==> src/rtl/cache_arbiter_pkg.sv <==
// cache_arbiter_pkg: shared widths and types for the I/D cache memory arbiter.
// Provides LINE_W/ADDR_W, the line and word types, the arbiter state and the owner encoding.
package cache_arbiter_pkg;
    localparam int LINE_W = 128;
    localparam int ADDR_W = 16;
    typedef logic [LINE_W-1:0] lc3b_line;
    typedef logic [ADDR_W-1:0] lc3b_word;
    typedef enum logic [1:0] {ARB_IDLE, ARB_SERVE_I, ARB_SERVE_D} arb_state_t;
    typedef enum logic {OWNER_I, OWNER_D} arb_owner_t;
endpackage

==> src/rtl/cache_arbiter_if.sv <==
// cache_arbiter_if: bundle of the I-cache, D-cache and physical-memory ports of the arbiter.
// slave  : arbiter view (takes cache requests and pmem replies, drives pmem commands and cache replies).
// master : environment view (caches and physical memory), the mirror image of slave.
interface cache_arbiter_if;
    import cache_arbiter_pkg::*;
    logic     i_mem_read;
    lc3b_word i_mem_address;
    lc3b_line i_mem_rdata;
    logic     i_mem_resp;
    logic     d_mem_read;
    logic     d_mem_write;
    lc3b_word d_mem_address;
    lc3b_line d_mem_wdata;
    lc3b_line d_mem_rdata;
    logic     d_mem_resp;
    logic     pmem_read;
    logic     pmem_write;
    lc3b_word pmem_address;
    lc3b_line pmem_wdata;
    lc3b_line pmem_rdata;
    logic     pmem_resp;
    modport slave (
        input  i_mem_read, i_mem_address, d_mem_read, d_mem_write, d_mem_address, d_mem_wdata,
               pmem_rdata, pmem_resp,
        output i_mem_rdata, i_mem_resp, d_mem_rdata, d_mem_resp,
               pmem_read, pmem_write, pmem_address, pmem_wdata
    );
    modport master (
        output i_mem_read, i_mem_address, d_mem_read, d_mem_write, d_mem_address, d_mem_wdata,
               pmem_rdata, pmem_resp,
        input  i_mem_rdata, i_mem_resp, d_mem_rdata, d_mem_resp,
               pmem_read, pmem_write, pmem_address, pmem_wdata
    );
endinterface

==> src/rtl/cache_arbiter.sv <==
// cache_arbiter: round-robin arbiter sharing one physical-memory port between the I-cache and D-cache miss paths.
// Ports: clk, rst_n (async, active-low), bus (cache_arbiter_if.slave: I/D cache requests and replies, pmem command/reply).
// One line transaction is latched at grant and forwarded until pmem_resp; the reply is routed to the owner only.
module cache_arbiter
    import cache_arbiter_pkg::*;
(
    input  logic           clk,
    input  logic           rst_n,
    cache_arbiter_if.slave bus
);
    arb_state_t state_q, state_d;
    arb_owner_t last_grant_q, last_grant_d;
    logic       op_write_q, op_write_d;
    lc3b_word   addr_q, addr_d;
    lc3b_line   wdata_q, wdata_d;
    logic       i_req, d_req;

    always_ff @(posedge clk or negedge rst_n) begin
        if (!rst_n) begin
            state_q      <= ARB_IDLE;
            last_grant_q <= OWNER_I;
            op_write_q   <= 1'b0;
            addr_q       <= '0;
            wdata_q      <= '0;
        end else begin
            state_q      <= state_d;
            last_grant_q <= last_grant_d;
            op_write_q   <= op_write_d;
            addr_q       <= addr_d;
            wdata_q      <= wdata_d;
        end
    end

    always_comb begin
        i_req            = bus.i_mem_read;
        d_req            = bus.d_mem_read | bus.d_mem_write;
        state_d          = state_q;
        last_grant_d     = last_grant_q;
        op_write_d       = op_write_q;
        addr_d           = addr_q;
        wdata_d          = wdata_q;
        bus.pmem_read    = 1'b0;
        bus.pmem_write   = 1'b0;
        bus.pmem_address = (state_q == ARB_IDLE) ? '0 : addr_q;
        bus.pmem_wdata   = (state_q == ARB_IDLE) ? '0 : wdata_q;
        bus.i_mem_rdata  = bus.pmem_rdata;
        bus.d_mem_rdata  = bus.pmem_rdata;
        bus.i_mem_resp   = 1'b0;
        bus.d_mem_resp   = 1'b0;
        case (state_q)
            ARB_IDLE: begin
                // On a tie D wins unless it was granted last, so grants alternate under contention.
                if (d_req && (!i_req || last_grant_q == OWNER_I)) begin
                    state_d      = ARB_SERVE_D;
                    last_grant_d = OWNER_D;
                    op_write_d   = bus.d_mem_write;
                    addr_d       = bus.d_mem_address;
                    wdata_d      = bus.d_mem_wdata;
                end else if (i_req) begin
                    state_d      = ARB_SERVE_I;
                    last_grant_d = OWNER_I;
                    op_write_d   = 1'b0;
                    addr_d       = bus.i_mem_address;
                end
            end
            ARB_SERVE_I: begin
                bus.pmem_read  = 1'b1;
                bus.i_mem_resp = bus.pmem_resp;
                state_d        = bus.pmem_resp ? ARB_IDLE : state_q;
            end
            ARB_SERVE_D: begin
                bus.pmem_read  = !op_write_q;
                bus.pmem_write = op_write_q;
                bus.d_mem_resp = bus.pmem_resp;
                state_d        = bus.pmem_resp ? ARB_IDLE : state_q;
            end
            default: state_d = ARB_IDLE;
        endcase
    end

    // Read and write together from the D-cache is illegal; the write is taken above.
    assert property (@(posedge clk) disable iff (!rst_n) !(bus.d_mem_read && bus.d_mem_write))
        else $error("cache_arbiter: d_mem_read and d_mem_write both high");
endmodule

==> src/flat_wrapper.sv <==
// flat-port wrapper written by rule: the top's interface ports become plain ports
module cache_arbiter_flat import cache_arbiter_pkg::*;
  (clk, rst_n, bus_i_mem_read, bus_i_mem_address, bus_d_mem_read, bus_d_mem_write, bus_d_mem_address, bus_d_mem_wdata, bus_pmem_rdata, bus_pmem_resp, bus_i_mem_rdata, bus_i_mem_resp, bus_d_mem_rdata, bus_d_mem_resp, bus_pmem_read, bus_pmem_write, bus_pmem_address, bus_pmem_wdata);
  cache_arbiter_if bus_i ();
  input  logic clk;
  input  logic rst_n;
  input wire logic [$bits(bus_i.i_mem_read)-1:0] bus_i_mem_read;
  input wire logic [$bits(bus_i.i_mem_address)-1:0] bus_i_mem_address;
  input wire logic [$bits(bus_i.d_mem_read)-1:0] bus_d_mem_read;
  input wire logic [$bits(bus_i.d_mem_write)-1:0] bus_d_mem_write;
  input wire logic [$bits(bus_i.d_mem_address)-1:0] bus_d_mem_address;
  input wire logic [$bits(bus_i.d_mem_wdata)-1:0] bus_d_mem_wdata;
  input wire logic [$bits(bus_i.pmem_rdata)-1:0] bus_pmem_rdata;
  input wire logic [$bits(bus_i.pmem_resp)-1:0] bus_pmem_resp;
  output wire logic [$bits(bus_i.i_mem_rdata)-1:0] bus_i_mem_rdata;
  output wire logic [$bits(bus_i.i_mem_resp)-1:0] bus_i_mem_resp;
  output wire logic [$bits(bus_i.d_mem_rdata)-1:0] bus_d_mem_rdata;
  output wire logic [$bits(bus_i.d_mem_resp)-1:0] bus_d_mem_resp;
  output wire logic [$bits(bus_i.pmem_read)-1:0] bus_pmem_read;
  output wire logic [$bits(bus_i.pmem_write)-1:0] bus_pmem_write;
  output wire logic [$bits(bus_i.pmem_address)-1:0] bus_pmem_address;
  output wire logic [$bits(bus_i.pmem_wdata)-1:0] bus_pmem_wdata;
  assign bus_i.i_mem_read = bus_i_mem_read;
  assign bus_i.i_mem_address = bus_i_mem_address;
  assign bus_i.d_mem_read = bus_d_mem_read;
  assign bus_i.d_mem_write = bus_d_mem_write;
  assign bus_i.d_mem_address = bus_d_mem_address;
  assign bus_i.d_mem_wdata = bus_d_mem_wdata;
  assign bus_i.pmem_rdata = bus_pmem_rdata;
  assign bus_i.pmem_resp = bus_pmem_resp;
  assign bus_i_mem_rdata = bus_i.i_mem_rdata;
  assign bus_i_mem_resp = bus_i.i_mem_resp;
  assign bus_d_mem_rdata = bus_i.d_mem_rdata;
  assign bus_d_mem_resp = bus_i.d_mem_resp;
  assign bus_pmem_read = bus_i.pmem_read;
  assign bus_pmem_write = bus_i.pmem_write;
  assign bus_pmem_address = bus_i.pmem_address;
  assign bus_pmem_wdata = bus_i.pmem_wdata;
  cache_arbiter u_core (.clk(clk), .rst_n(rst_n), .bus(bus_i));
endmodule
==> config.mk <==
export PLATFORM = sky130hd
export DESIGN_NAME = cache_arbiter_flat
export DESIGN_NICKNAME = d
export VERILOG_FILES = /design/src/rtl/cache_arbiter_pkg.sv /design/src/rtl/cache_arbiter_if.sv /design/src/rtl/cache_arbiter.sv /design/src/flat_wrapper.sv
export SDC_FILE = /design/constraint.sdc
export NUM_CORES = 1
export LEC_CHECK = 0
export BUFFER_PORTS_ARGS = -buffer_cell sky130_fd_sc_hd__buf_2
export CORE_AREA = 2 2 275 277
export CTS_BUF_LIST = sky130_fd_sc_hd__clkbuf_16
export DETAILED_ROUTE_END_ITERATION = 12
export DIE_AREA = 0 0 277 279
export PLACE_DENSITY = 0.4
export SLEW_MARGIN = 30
export SYNTH_ARGS = -nofsm -noshare
export SYNTH_HDL_FRONTEND = slang
export SYNTH_SLANG_ARGS = --single-unit
==> constraint.sdc <==
create_clock -name clk -period 2.6 [get_ports clk]
set_input_delay 0.26 -clock clk [delete_from_list [all_inputs] [get_ports clk]]
set_output_delay 0.26 -clock clk [all_outputs]
set_load 0.01 [all_outputs]
After elaboration in Yosys (flattened, before gate mapping) --
Index checks and enable logic that the tools add are counted.
Storage, ports and cells: flip-flop bits (word level) 148, input port bits 294, output and inout bits 404
Operators by class: equality and inequality tests 4, bitwise operators 2, mux-type cells 15, reductions and logical operators 10
Operators with widths (number):
- 128-bit two-way mux | 1
- 16-bit two-way mux | 3
- 1-bit two-way mux | 6
- 2-bit two-way mux | 3
- 2-bit AND reduction | 3
- 2-bit one-hot mux with 2 select lines | 1
- 3-bit inequality test, second input constant | 1
- 2-bit by 1-bit == test with 1-bit output, second input constant | 1
- 2-bit == test, second input constant | 1
- 1-bit logical NOT | 2
- 2-bit logical NOT | 1
- 2-bit by 1-bit inequality test with 1-bit output, second input constant | 1
- 1-bit one-hot mux with 2 select lines | 1
- 2-bit nonzero test | 1
- 2-bit OR reduction | 1
- 1-bit logical AND | 1
- 1-bit logical OR | 1
- 1-bit NOT | 1
- 1-bit OR | 1

Longest topological paths before layout --
Gate-level depths: netlist of run 1.
depth after elaboration 5, gate-level depth with buffers 6, mapped depth without buffers 5

Worst setup path before layout of run 1 --
Ideal clock, no wire load.
path kind flip-flop to output port, start register u_core.state_q[1], end output port bus_pmem_wdata[103], data required time 2.340 ns, data arrival time 1.368 ns, buffers on the path 2, setup slack 0.972 ns, cell stages (with the launch flop) 6, path through dfrtp_1 > inv_1 > ha_1 > clkbuf_1 > clkbuf_1 > nor2b_1
Between the ends: longest elaborated chain between the ends 2
RTL lines:
- start: declaration | RTL line cache_arbiter.sv:11 | arb_state_t state_q, state_d;
- start signal: assignment | RTL line cache_arbiter.sv:26 | state_q <= state_d;
- 2-bit logical NOT | RTL line cache_arbiter.sv:45 | bus.pmem_wdata = (state_q == ARB_IDLE) ? '0 : wdata_q;
- 128-bit two-way mux | RTL line cache_arbiter.sv:45
- end: declaration | RTL line flat_wrapper.sv:22 | output wire logic [$bits(bus_i.pmem_wdata)-1:0] bus_pmem_wdata;
Every way passes these cells.

Final worst setup path of run 1 --
start register u_core.state_q[0], end output port bus_pmem_wdata[88]
Same word-level chain as after synthesis.

==> metrics.md, run 1 <==
| Metric | Value |
|---|---|
| Status | finished, final reports clean |
| Cell area after synthesis | roughly 9000 µm² |
| Setup TNS | 0 ns |
| I/O pins | between 600 and 700 |
| Worst setup margin | ~0.21 ns |
| CP Capture Type | output port |
| Row count | 100 |
| Critical path class | reg2out |
| Endpoints failing setup | 0 |
| Async SR Flop Fraction | 100% |
| Final Cycle Share | between 90% and 100% |
| Die W | about 280 µm |
| Commonest non-fill, non-tap cell in the layout | buf_2 |
| Power Density | approximately 1200 nW/µm² |
| Die height | 279 µm |
| Share of the synthesized area in the top cell type | between 40% and 50% |
| Worst-margin pin slew | between 0.6 and 0.7 ns |
| Vias/cell | 2.99 |
| Number of synthesized flops with an enable pin | 0 |
| Cell taking the most area after synthesis | dfrtp_1 |
| RSZ-0062 raised after global routing | false |
| R2R Setup Slk | ~0.7 ns |
| Layout area overhead | 25.8% |
| Max Root-Sink Buffers | 2 |
| Hold crit path type | in2reg |
| Critical Path RT | approximately 2.3 ns |
| Via count | around 5,700 |
| Core Footprint | between 70,000 and 80,000 µm² |
| Largest net degree at the start of global routing | between 100 and 150 |
| Post-route cell area | ~11,000 µm² |
| Final Net Count | approximately 1,200 |
| Fmax | approximately 420 MHz |
| Pre-CTS setup slack | 0.701 ns |
| Synth warnings | 0 |
| Synth Area per Inst | about 12 µm² |
| Sequential area share after synthesis | roughly 40% |
| First-pass GRT wire length | ~44,000 µm |
| Vias in the first global route | 6,316 |
| Post-CTS Resized | 0 |
| DRT Wirelength | ~31,000 µm |
| Mapped Nets | between 1,000 and 1,500 |
| Crit-path cells | inv_1 -> ha_4 -> buf_12 -> nor2b_1 -> buf_2 |
| DIE AREA | a little under 80,000 µm² |
| Port Buffer Count | 313 |
| Share of cells above drive strength 1 | a little over half |
| DP Area | slightly below 10,000 µm² |
| Final GP Congestion | approximately 0.70 |
| Iteration-0 DRC Markers | 150 |
| CP Launch Type | flop |
| Clock Sinks | 148 |
| Lkg Pwr | 5.39 nW |
| Crit path max fanout | between 100 and 150 |
| Routed WL per cell | between 15 and 20 µm |
| Arr. time, crit path | roughly 2.1 ns |
| Top cells by area, synth | dfrtp_1 (41%), buf_4 (21%), mux2_4 (16%) |
| Final min period | 2.39 ns |
| Critical Path Slowest Stage Cell | dfrtp_1 |
| CTS Buf Count | 17 |
| CTS tree | done |
| Initial antenna violation count | 4 |
| Synth cell types | 25 |
| DP HPWL | between 20,000 and 25,000 µm |
| Rel. slew slack | roughly 60% |
| Fillers | 8,364 |
| Final hold viol count | 0 |
| Post-route ant nets | 0 |
| Synth Flop Type | dfrtp_1 |
| Drt drc | 0 |
| Worst skew pair latency | roughly 0.45 ns |
| Root buf cell | clkbuf_16 |
| DRT Pass-1 Iters | 4 |
| CTS clock-pin slew for the worst setup and hold paths | 0.07 ns |
| Initial Util | 12.2% |
| Grt total ovfl | 0 |
| # Max-Cap Violations | 0 |
| Post-Synthesis Cells | 782 |
| Maximum VDD drop | just over 0.7 mV |
| Count of pins over their slew limit | 0 |
| Total GRT Usage | 7.95% |
| N_diodes | 0 |
| Skew final | between 0.01 and 0.015 ns |
| Worst hold slack | roughly 0.048 ns |
| Highest-count cells in the layout ignoring fill and taps | buf_2 (312), dfrtp_1 (148), nor2b_1 (146), mux2_4 (98), dlygate4sd3_1 (88) |
| Max stage delay on crit path | between 0.4 and 0.5 ns |
| H-Tree Depth | 4 |
| Post-synthesis register bit count | between 100 and 150 |
## kinds of logic after synthesis
logic type | count (synthesis) | synth area share (%)
DFF | 148 | 41.0
AOI/OAI and AO/OA | 23 | 1.66
muxes | 144 | 21.8
adders and majority gates | 3 | 0.415
buffers and inverters | 293 | 23.8
and+or+nand+nor | 171 | 11.3
## area by class of cell
| class | count | area [µm²] | area share, % |
|---|---|---|---|
| Clock buffer | 17 | 425 | 3.74 |
| Clock inverter | 14 | 178 | 1.56 |
| Tap cell | 969 | 1210 | 10.7 |
| Timing Repair Buffer | 411 | 2610 | 23.0 |
| Sequential cell | 148 | 3700 | 32.6 |
| Multi-Input combinational cell | 341 | 3230 | 28.4 |
| Inverter | 2 | 7.51 | 0.0660 |
## path summary, 6_finish.rpt
kind,startpoint,endpoint,depth (start not counted)
setup / recovery,u_core.state_q[0],bus_pmem_wdata[88],5
hold reg to reg,u_core.addr_q[0],u_core.addr_q[0],2
setup reg to reg,u_core.state_q[0],u_core.wdata_q[83],5
min in group asynchronous,rst_n,u_core.wdata_q[7],2
hold / removal,bus_d_mem_wdata[70],u_core.wdata_q[70],2
max in group asynchronous,rst_n,u_core.wdata_q[80],3
## sequential cells by signal (all words and copies together) (netlist names)
name	count
u_core.wdata_q	128
u_core.addr_q	16
u_core.state_q	2
u_core.last_grant_q	1
u_core.op_write_q	1
## synthesized netlist by cell type, types with 2 or more instances
master and number:
nor2b_1 146, nand2_1 18, buf_6 11, and2_1 3, inv_1 2, o21ai_0 16, buf_2 5, mux2i_1 16
clkbuf_1 18, buf_4 257, ha_1 3, dfrtp_1 148, mux2_2 30, mux2_4 98
## where the power goes
| group | leakage (nW) | switching, mW | internal, mW |
|---|---|---|---|
| sequential | 1.74 | 0.687 | 3.51 |
| clock | 0.290 | 1.12 | 1.52 |
| combinational | 3.35 | 3.45 | 3.79 |
| total | 5.39 | 5.26 | 8.82 |
## critical path: cells and delay by family (launching register included)
kind | cells | cell delay (ns)
flops | 1 | 0.41
simple gates | 1 | 0.20
buf+inv | 3 | 0.64
fa+ha+maj | 1 | 0.22
## layer usage
layer / wire, µm / GRT usage (%)
met4: 2470 / 6.68
met5: 0 / 0.0625
met3: 2890 / 3.44
met1: 11100 / 7.88
met2: 14900 / 12.9
## timing repair
item                      4_1_cts  5_1_grt
hold endpoints to repair      123        0
hold buffers                   88        0
setup buffers                   0        0
## stage by stage
| stage | total power [mW] | util (%) | instances |
|---|---|---|---|
| floorplan | 9.28 | - | 782 |
| global placement | 11.5 | 13.3 | 1781 |
| detailed placement | 11.5 | 13.3 | 1783 |
| CTS | 14.5 | 15.4 | 1902 |
| global route | 15.1 | 15.4 | 1902 |
| finish | 14.1 | 15.4 | 1902 |
(Power assumes the default switching activity.)
==> run 2, diff against run 1 <==
SETUP_SLACK_MARGIN = 0.3   (was unset)
clock period = 3.03 ns   (was 2.6 ns; I/O delays follow)
==> metrics.md, run 2 (synthesized netlist as in run 1, its figures left out) <==
| Metric | Value |
|---|---|
| Status | finished, final reports clean |
| Non-Filler Instances | 1,819 (-4.4%) |
| FF-to-FF Start | u_core.state_q[0] |
| Root buf cell | clkbuf_16 |
| Worst hold slack | 0.0730 ns (+0.0251 ns) |
| Final min period | about 2.4 ns |
| Layout area overhead | 15.9% |
| CTS Buf Count | 17 (unchanged) |
| Core Footprint | 74,100 µm² (unchanged) |
| Hold_buf cts | 1 (-99%) |
| Critical path class | reg2out |
| Critical Path RT | 2.73 ns (+0.39 ns) |
| CP Launch Type | flop |
| Fillers | 8,442 (+0.93%) |
| Crit path max fanout | 104 (+0.97%) |
| DIE AREA | 77,300 µm² (unchanged) |
| Initial Util | 12.2% (unchanged) |
| Routed WL per cell | 17.0 µm (+3.0%) |
| Grt total ovfl | 0 (unchanged) |
| Final core utilization | 14.1% (-1.2 points) |
| Iteration-0 DRC Markers | 148 (-1.3%) |
| Power Density | 1130 nW/µm² (-8.4%) |
| Pre-CTS setup slack | 1.01 ns (+0.308 ns) |
| Via count | 5,284 (-7.0%) |
| I/O pins | 698 (unchanged) |
| DP HPWL | 23,800 µm (-0.41%) |
| Total GRT Usage | 7.88% (-0.064 points) |
| Vias/cell | 2.90 (-2.7%) |
| CP Capture Type | output port |
| Final GP Congestion | 0.705 (+1.0%) |
| Vias in the first global route | 5,841 (-7.5%) |
| Worst skew pair latency | 0.46 ns (about the same) |
| Row count | 100 (unchanged) |
| Post-route cell area | 10,500 µm² (-7.9%) |
| Flip-flop count of the largest register after layout | 128 (unchanged) |
| Final hold viol count | 0 (unchanged) |
| Drt drc | 0 (unchanged) |
| Maximum VDD drop | 0.675 mV (-5.8%) |
| Setup TNS | 0 ns (unchanged) |
| Endpoints failing setup | 0 (unchanged) |
| Hold crit path type | in2reg |
| Die W | 277 µm (unchanged) |
| Largest regs | u_core.wdata_q (128), u_core.addr_q (16), u_core.state_q (2) |
| Worst-margin pin slew | 0.753 ns (+0.149 ns) |
| Worst setup margin | 0.614 ns (+0.408 ns) |
| # Max-Cap Violations | 0 (unchanged) |
| Share of cells above drive strength 1 | 57.5% (+5.4 points) |
| Commonest non-fill, non-tap cell in the layout | buf_2 |
| CTS tree | done |
| CTS clock-pin slew for the worst setup and hold paths | 0.08 ns (about the same) |
| Post-route ant nets | 0 (unchanged) |
| Lkg Pwr | 5.01 nW (-6.9%) |
| DP Area | 9870 µm² (-0.18%) |
| DRT Wirelength | 30,900 µm (-1.5%) |
| Max Root-Sink Buffers | 2 (unchanged) |
| Initial antenna violation count | 8 (+4) |
| RSZ-0062 raised after global routing | false |
| Port Buffer Count | 313 (unchanged) |
| First-pass GRT wire length | 43,500 µm (-1.9%) |
| Post-CTS Resized | 0 (unchanged) |
| Rel. slew slack | 49.8% (-9.9 points) |
| Count of pins over their slew limit | 0 (unchanged) |
| Final Cycle Share | between 70% and 80% |
| Post-CTS setup buffer count | 0 (unchanged) |
| Skew final | 0.0185 ns (+0.00685 ns) |
| Final Net Count | 1,133 (-7.0%) |
| Highest-count cells in the layout ignoring fill and taps | buf_2 (312), dfrtp_1 (148), nor2b_1 (146), mux2_4 (98), mux2_2 (30) |
| Hold_sp | bus_d_mem_wdata[114] |
| Design Power | 11.9 mW (-16%) |
| Die height | 279 µm (unchanged) |
| DRT Pass-1 Iters | 4 (unchanged) |
| Largest net degree at the start of global routing | 105 (+0.96%) |
| Setup crit start | u_core.state_q[0] |
| Arr. time, crit path | 2.11 ns (-0.02 ns) |
| Critical Path Slowest Stage Cell | dfrtp_1 |
| Max stage delay on crit path | 0.41 ns (about the same) |
| H-Tree Depth | 4 (unchanged) |
| Fmax | 414 MHz |
| Placed instance count | 1,785 (+0.11%) |
| Crit-path cells | inv_1 -> ha_4 -> buf_12 -> nor2b_1 -> buf_2 |
| Clock Sinks | 148 (unchanged) |
| Most flops, register | u_core.wdata_q |
==> run 2: changes by cell type in the layout (fill, tap and decap cells not counted), sizes merged <==
cell	previous run	this run
diode	0	1
bufinv	3	2
buf	323	325
dlygate4sd3	88	1
inv	7	9
==> run 2: cell type report <==
cell class                 count  area [µm²]  share of cell area (%)
antenna                        1        2.50                  0.0239
clock buffer                  17         425                    4.06
clock inverter                15         169                    1.61
inverter                       2        7.51                  0.0717
multi-input combinational    341        3230                    30.9
sequential                   148        3700                    35.3
tap                          969        1210                    11.6
timing repair buffer         326        1720                    16.4
==> run 2: power breakdown <==
part	internal [mW]	switching (mW)
Sequential	3.01	0.550
Combinational	3.15	2.96
Clock	1.24	0.975
==> run 2: per-layer routing <==
layer | GRT usage, % | wire [µm] | up-vias
met5 | 0 | 48 | -
met4 | 5.91 | 2180 | 6
met3 | 3.91 | 3150 | 129
met2 | 12.9 | 14900 | 309
met1 | 7.69 | 10600 | 2474
li1 | - | - | 2366
==> run 2: worst paths after layout <==
check | endpoint | slack [ns] | cells past startpoint
min reg2reg | u_core.addr_q[6] | 0.47 | 2
max in group asynchronous | u_core.wdata_q[84] | 1.79 | 3
min in group asynchronous | u_core.wdata_q[31] | 0.45 | 2
min | u_core.wdata_q[114] | 0.07 | 2
max | bus_pmem_wdata[92] | 0.61 | 5
max reg2reg | u_core.wdata_q[126] | 1.08 | 5
==> run 2: critical path: cells and delay by family, from the launching register on <==
family | cells | cell delay [ns]
buf+inv | 3 | 0.66
flops | 1 | 0.41
fa+ha+maj | 1 | 0.21
simple gates | 1 | 0.21
